File: src/rtl/display_scan_7seg.sv
// Multiplexed common-anode 7-segment scanner with a blanking gap at the start of every slot.
// Optional build macro: LEADING_ZERO_BLANK_EN suppresses leading zeros on digits above digit 0.
module display_scan_7seg #(
    parameter int DIGITS      = 4,
    parameter int REFRESH_DIV = 50000,
    parameter int BLANK_CYC   = 16
) (
    input  logic                  CLK,
    input  logic                  RST_N,
    input  logic                  Load,
    input  logic [4*DIGITS-1:0]   Digits_in,
    input  logic [DIGITS-1:0]     Dp_in,
    output logic [6:0]            seg,
    output logic                  dp,
    output logic [DIGITS-1:0]     an,
    output logic                  Frame,
    output logic                  o_dbg_state
);

    localparam int CNT_W = (REFRESH_DIV > 1) ? $clog2(REFRESH_DIV) : 1;
    localparam int IDX_W = (DIGITS > 1) ? $clog2(DIGITS) : 1;

    localparam logic [CNT_W-1:0] CNT_LAST   = CNT_W'(REFRESH_DIV - 1);
    localparam logic [CNT_W-1:0] BLANK_LAST = CNT_W'(BLANK_CYC - 1);
    localparam logic [IDX_W-1:0] IDX_LAST   = IDX_W'(DIGITS - 1);

    typedef enum logic {
        ST_BLANK = 1'b0,
        ST_SHOW  = 1'b1
    } state_t;

    state_t              r_state;
    logic [CNT_W-1:0]    r_cnt;
    logic [IDX_W-1:0]    r_idx;
    logic [4*DIGITS-1:0] r_digits;
    logic [DIGITS-1:0]   r_dp;
    logic [6:0]          r_seg;
    logic                r_dp_out;
    logic [DIGITS-1:0]   r_an;
    logic                r_frame;

    logic [3:0]          w_digit;
    logic                w_dp_req;
    logic                w_lz_blank;
    logic [DIGITS-1:0]   w_an_show;
    logic [6:0]          w_seg_show;

    function automatic logic [6:0] seg_decode(input logic [3:0] bcd);
        case (bcd)
            4'd0:    return 7'h40;
            4'd1:    return 7'h79;
            4'd2:    return 7'h24;
            4'd3:    return 7'h30;
            4'd4:    return 7'h19;
            4'd5:    return 7'h12;
            4'd6:    return 7'h02;
            4'd7:    return 7'h78;
            4'd8:    return 7'h00;
            4'd9:    return 7'h10;
            default: return 7'h3F;
        endcase
    endfunction

    // Load is a bare strobe: no valid/ready pairing, no busy, no ack. When high at a
    // rising edge the whole digit/dp vector is captured at that same edge.
    always_ff @(posedge CLK or negedge RST_N) begin
        if (!RST_N) begin
            r_digits <= '0;
            r_dp     <= '0;
        end else if (Load) begin
            r_digits <= Digits_in;
            r_dp     <= Dp_in;
        end
    end

    always_comb begin
        w_digit  = 4'd0;
        w_dp_req = 1'b0;
        for (int i = 0; i < DIGITS; i++) begin
            if (r_idx == IDX_W'(i)) begin
                w_digit  = r_digits[4*i +: 4];
                w_dp_req = r_dp[i];
            end
        end
    end

`ifdef LEADING_ZERO_BLANK_EN
    logic [DIGITS-1:0] w_upper_zero;
    logic              v_zero;

    // Digit i is a leading zero when it and every more significant digit are zero.
    always_comb begin
        w_upper_zero = '0;
        v_zero       = 1'b1;
        w_lz_blank   = 1'b0;
        for (int i = 0; i < DIGITS; i++) begin
            v_zero = 1'b1;
            for (int j = i; j < DIGITS; j++) begin
                if (r_digits[4*j +: 4] != 4'd0) begin
                    v_zero = 1'b0;
                end
            end
            w_upper_zero[i] = v_zero;
        end
        for (int i = 1; i < DIGITS; i++) begin
            if (r_idx == IDX_W'(i)) begin
                w_lz_blank = w_upper_zero[i];
            end
        end
    end
`else
    assign w_lz_blank = 1'b0;
`endif

    assign w_an_show  = ~(DIGITS'(1) << r_idx);
    assign w_seg_show = w_lz_blank ? 7'h7F : seg_decode(w_digit);

    // Scan FSM: slot counter, digit index, phase and all display outputs, registered from
    // the pre-edge state so every output lags its controlling state by one cycle.
    always_ff @(posedge CLK or negedge RST_N) begin
        if (!RST_N) begin
            r_state  <= ST_BLANK;
            r_cnt    <= '0;
            r_idx    <= '0;
            r_frame  <= 1'b0;
            r_seg    <= 7'h7F;
            r_dp_out <= 1'b1;
            r_an     <= '1;
        end else begin
            r_frame <= 1'b0;
            if (r_cnt == CNT_LAST) begin
                r_cnt   <= '0;
                r_idx   <= (r_idx == IDX_LAST) ? '0 : r_idx + 1'b1;
                r_frame <= (r_idx == IDX_LAST);
            end else begin
                r_cnt <= r_cnt + 1'b1;
            end

            case (r_state)
                ST_BLANK: begin
                    r_seg    <= 7'h7F;
                    r_dp_out <= 1'b1;
                    r_an     <= '1;
                    if (r_cnt == BLANK_LAST) begin
                        r_state <= ST_SHOW;
                    end
                end
                ST_SHOW: begin
                    r_seg    <= w_seg_show;
                    r_dp_out <= ~w_dp_req;
                    r_an     <= w_an_show;
                    if (r_cnt == CNT_LAST) begin
                        r_state <= ST_BLANK;
                    end
                end
                default: begin
                    r_state  <= ST_BLANK;
                    r_seg    <= 7'h7F;
                    r_dp_out <= 1'b1;
                    r_an     <= '1;
                end
            endcase
        end
    end

    assign seg         = r_seg;
    assign dp          = r_dp_out;
    assign an          = r_an;
    assign Frame       = r_frame;
    assign o_dbg_state = r_state;

endmodule

File: config.mk
export PLATFORM = sky130hd
export DESIGN_NAME = display_scan_7seg
export DESIGN_NICKNAME = d
export VERILOG_FILES = /design/src/rtl/display_scan_7seg.sv
export SDC_FILE = /design/constraint.sdc
export NUM_CORES = 1
export LEC_CHECK = 0
export CORE_MARGIN = 2
export CORE_UTILIZATION = 33
export DETAILED_ROUTE_END_ITERATION = 8
export GPL_TIMING_DRIVEN = 1
export PLACE_DENSITY = 0.59
export SLEW_MARGIN = 0
export SYNTH_ARGS = -nofsm -noshare
export SYNTH_HDL_FRONTEND = slang
export SYNTH_SLANG_ARGS = --single-unit
File: constraint.sdc
create_clock -name CLK -period 5.7 [get_ports CLK]
set_input_delay 1.425 -clock CLK [delete_from_list [all_inputs] [get_ports CLK]]
set_output_delay 1.425 -clock CLK [all_outputs]
set_load 0.02 [all_outputs]
* Word level (Yosys, flattened, before mapping)
Memories as Yosys holds them, arrays and structs flattened.
Index checks and enable logic that the tools add are counted.
** Word-level totals
- Input port bits :: 23
- Latch bits :: 0
- Output and inout port bits :: 14
- Memory bits (writable) :: 0
- Memories kept :: 1
- Memory bits (read-only) :: 112
- Word-level logic and storage cells :: 39
- Bits in registers :: 52
** Cells by class
- Muxes and demuxes :: 17
- Add/sub/neg operators :: 2
- Order comparisons :: 0
- Bitwise gates (word level) :: 3
- Eq/ne operators :: 5
- Multipliers :: 0
- Div/mod/pow operators :: 0
- Shifts and indexed selects :: 1
- Reduce and logical (&&, ||, !) cells :: 1
** Memories
- (no name shown) :: words 16, bits a word 7, read ports 1, clocked after Yosys merged registers in 0, wr ports 0, line 49 : case (bcd)
** Operators with widths (number)
- 16-bit by 1-bit adder with 16-bit output (second input constant) :: 1
- 16-bit == test (second input constant) :: 1
- 16-bit by 4-bit == test with 1-bit output (second input constant) :: 1
- 16-bit 2-to-1 mux :: 1
- 4-bit 2-to-1 mux :: 4
- 7-bit one-hot mux with 2 select lines :: 1
- 4-bit one-hot mux with 2 select lines :: 1
- 1-bit 2-to-1 mux :: 7
- 2-bit == test (second input constant) :: 2
- 4-bit inverter :: 1
- 1-bit one-hot mux with 2 select lines :: 2
- 1-bit by 2-bit << shifter with 4-bit output (first input constant) :: 1
- 2-bit by 1-bit adder with 2-bit output (second input constant) :: 1
- 2-bit by 1-bit == test with 1-bit output (second input constant) :: 1
- 2-bit logical NOT :: 1
- 2-bit 2-to-1 mux :: 1
- 1-bit inverter :: 2

* Logic depth before layout (Yosys ltp)
- Depth in word-level cells :: 7
- Gate-level depth with buffers :: 10
- Mapped depth without buffers :: 9

* Worst setup path before layout
No wires, ideal clock.
- Kind :: input to register
- Start :: input Load
- End :: register r_digits[0]
- Stages :: 2
- Path slack :: 3.468 ns
- Library setup time :: 0.125 ns
- Data arrival time :: 2.107 ns
- Path buffers :: 1
- Required time :: 5.575 ns
- Path through :: clkbuf_1 mux2_2
** RTL lines
- start: declaration :: line 10 : input logic Load,
- end signal: assignment :: line 71 : r_digits <= Digits_in;
- end: declaration :: line 35 : logic [4*DIGITS-1:0] r_digits;
No word-level cell between the ends.

* Final worst setup path
- Start :: register r_state (netlist: o_dbg_state)
- End :: output o_dbg_state
** RTL lines
- start: declaration :: line 32 : state_t r_state;
- start signal: assignment :: line 122 : r_state <= ST_BLANK;
- start signal: assignment :: line 145 : r_state <= ST_SHOW;
- start signal: assignment :: line 153 : r_state <= ST_BLANK;
- end: declaration :: line 17 : output logic o_dbg_state
No word-level cell between the ends.

==> results.json <==
{
  "status": "finished clean",
  "yosysUniqueCellTypes": 49,
  "fin_skew_ns": 0.00877,
  "finalSetupViolCount": 0,
  "endpoint_kind": "output port",
  "io_pins": 37,
  "clkPwrFrac_pct": 29.8,
  "crit_path_top_delay_cell": "clkdlybuf4s50_1",
  "syn-num-nets": 226,
  "cp-endpoint": "o_dbg_state",
  "synth_fa_ha_area_share_pct": 3.12,
  "dpl.hpwl_mm": 3.05,
  "switching_power_uw": 172,
  "fp.dieW_um": 89.4,
  "antenna_left": 0,
  "p_leak_nw": 1.22,
  "power.total_uw": 723,
  "grt_max_degree": 53,
  "rsz0062_at_grt": "no",
  "wl_mm": 4.31,
  "synth_compound_area_share_pct": 9.92,
  "antenna_found_initial": 0,
  "dr.pass1.iters": 4,
  "synth_edf_count": 0,
  "cp.arrival_ns": 1.62,
  "met3WireLength_um": 129,
  "worstSetupPathDepth": 1,
  "powerDensity_nw_per_um2": 247,
  "grt_pass1_wl_mm": 7.37,
  "ys_ff_latch": 52,
  "n_fill_cell": 714,
  "hp-class": "register to register",
  "grt_pass1_vias": 1548,
  "postCtsSetupBuffers": 0,
  "synthXorXnorAreaFrac_pct": 5.09,
  "ir_drop_mv": 0.104,
  "cts-root-buf": "clkbuf_8",
  "final_common_cell": "dfrtp_1",
  "combPwrFrac_pct": 13.8,
  "port_buffers": 36,
  "synth_async_sr_flop_share_pct": 100,
  "crit_type": "register to output port",
  "core_um2": 7180,
  "finalHoldViolCount": 0,
  "cts_tree": "built",
  "slowest_delay_ns": 0.69,
  "routedLengthMet1_mm": 2.14,
  "utilization_pct": 40.9,
  "pre_cts_ws_ns": 2.63,
  "r2r_setup_slack_ns": 3.50,
  "intPower_uw": 552,
  "ctsResizeCount": 0,
  "num-nets-final": 263,
  "area_delta_synth_final_pct": 21.8,
  "p_sw_share_pct": 23.7,
  "wl_per_cell_um": 12.9,
  "fmax_ghz": 0.329,
  "min_period_ns": 3.04,
  "critPathLaunch": "o_dbg_state$_DFF_PN0_",
  "drive_gt1_share_pct": 23.4,
  "tightestPinTransition_ns": 0.892,
  "grt_use_total_pct": 12.0,
  "route.vias.total": 1554,
  "finalCritPeriodShare_pct": 53.4,
  "initial_utilization_pct": 33.6,
  "drt_iter0_drc": 62,
  "finalSetupTns_ns": 0,
  "slew_violations": 0,
  "mostFrequentLayoutCells": "dfrtp_1, clkdlybuf4s50_1, mux2_2",
  "crit_family": "buffers and inverters",
  "drc": 0,
  "hold_buffers": 0,
  "htree_levels": 2,
  "path_max_fanout": 15,
  "regToRegEndpoint": "seg[3]$_DFF_PN1_",
  "yosysSeqAreaShare_pct": 54.6,
  "die_h_um": 89.4,
  "cts_buffers": 5,
  "syn-cell-area_um2": 2410,
  "drv_cap": 0,
  "grt.overflow.total": 0,
  "relSlewSlack_pct": 40.4,
  "place.gp.congestion": 0.724,
  "die_area_um2": 8000,
  "p_seq_share_pct": 56.4,
  "clk_latency_ns": 0.30,
  "highest_layer": "met4",
  "clock-sinks": 52,
  "syn_inst": 197,
  "rr_startpoint": "r_idx[0]$_DFFE_PN0N_",
  "num_antenna_cells": 0,
  "synth_ff_type": "dfrtp_1",
  "routed_via_density": 4.65,
  "synth_top_family_by_area": "simple AND/OR/NAND/NOR gates",
  "critPathLaunchType": "register",
  "num_rows": 31,
  "path_cells": "clkdlybuf4s50_1",
  "fin_ws_ns": 2.66,
  "cp_num_buf_inv": 1,
  "clk_pin_slew_worst_paths_ns": 0.09,
  "clock_path_buffers": 2,
  "yosys.area_share.simple_pct": 14.5,
  "ys_warn_count": 0,
  "synth_area_per_cell_um2": 12.2,
  "crit_required_ns": 4.28,
  "wl_met2_mm": 1.98,
  "synth.area.mux_share_pct": 9.35,
  "rr_worst_depth": 8
}
==> power by group through the flow <==
stage	combinational (mW)	sequential, mW	clock (mW)
finish	0.0998	0.408	0.215
global route	0.109	0.411	0.237
CTS	0.101	0.409	0.225
detailed placement	0.101	0.416	0
global placement	0.101	0.415	0
floorplan	0.0430	0.426	0
==> metrics by stage <==
step / instance area [µm²] / hold WS, ns / instances
detailed placement: 2840 / 0.447 / 326
floorplan: 2410 / 0.422 / 197
CTS: 2930 / 0.459 / 334
finish: 2930 / 0.457 / 334
global placement: 2840 / 0.440 / 326
global route: 2930 / 0.492 / 334
==> metal layers <==
layer  track usage (%)  vias up
met2              19.1       24
li1                  -      761
met5                 0        -
met1              16.4      763
met3              2.59        6
met4              4.07        0
==> kinds of logic (layout without fill, tap and decap cells) <==
| kind of cell | Yosys count | in the layout |
|---|---|---|
| multiplexers | 20 | 20 |
| AO/OA/AOI/OAI | 31 | 31 |
| AND/OR/NAND/NOR | 61 | 61 |
| flip-flops | 52 | 52 |
| buffers and inverters | 13 | 51 |
| adder cells (fa/ha/maj) | 6 | 6 |
| XOR/XNOR | 14 | 14 |
==> area by class of cell <==
class / count / area (µm²) / area share (%)
Clock buffer: 8 / 90.1 / 3.07
Sequential cell: 52 / 1320 / 44.9
Timing Repair Buffer: 37 / 363 / 12.4
Multi-Input combinational cell: 132 / 1010 / 34.5
Inverter: 6 / 27.5 / 0.939
Tap cell: 99 / 124 / 4.22
==> synth_stat cells, types with 2 or more instances <==
cell type   n  area, µm²
dfstp_2    12        315
nand2b_1    2       12.5
o21a_1      2       15.0
nand3_1     6       30.0
nor2_1     13       48.8
buf_6       3       33.8
nor4_1      2       12.5
o21ai_0     6       30.0
a211oi_1    2       15.0
nor2b_4     2       27.5
clkbuf_1    3       11.3
inv_1       5       18.8
mux2_2     20        225
nor3_1      2       10.0
and3_1      4       25.0
xnor2_1    10       87.6
a211o_2     2       20.0
nand4_1     2       12.5
nand2_1    15       56.3
xor2_1      4       35.0
o21ai_1     3       15.0
ha_1        6       75.1
a21oi_1     3       15.0
dfrtp_1    40       1000
nor2b_1     4       25.0
==> worst min path at each step <==
stage / endpoint / startpoint / slack (ns) / depth (start not counted)
3_3_place_gp: r_cnt[0]$_DFF_PN0_ / r_cnt[0]$_DFF_PN0_ / 0.44 / 1
2_1_floorplan: r_cnt[0]$_DFF_PN0_ / r_cnt[0]$_DFF_PN0_ / 0.42 / 1
3_5_place_dp: r_cnt[0]$_DFF_PN0_ / r_cnt[0]$_DFF_PN0_ / 0.45 / 1
5_1_grt: r_cnt[0]$_DFF_PN0_ / r_cnt[0]$_DFF_PN0_ / 0.49 / 1
6_report: r_cnt[0]$_DFF_PN0_ / r_cnt[0]$_DFF_PN0_ / 0.46 / 1
4_1_cts: r_cnt[0]$_DFF_PN0_ / r_cnt[0]$_DFF_PN0_ / 0.46 / 1
==> sequential cells by signal (all words and copies together) (netlist names) <==
register	flops
r_digits	16
r_idx	2
seg	7
an	4
Frame	1
o_dbg_state	1
r_cnt	16
r_dp	4
dp	1
Power figures use the tool's default switching activity.
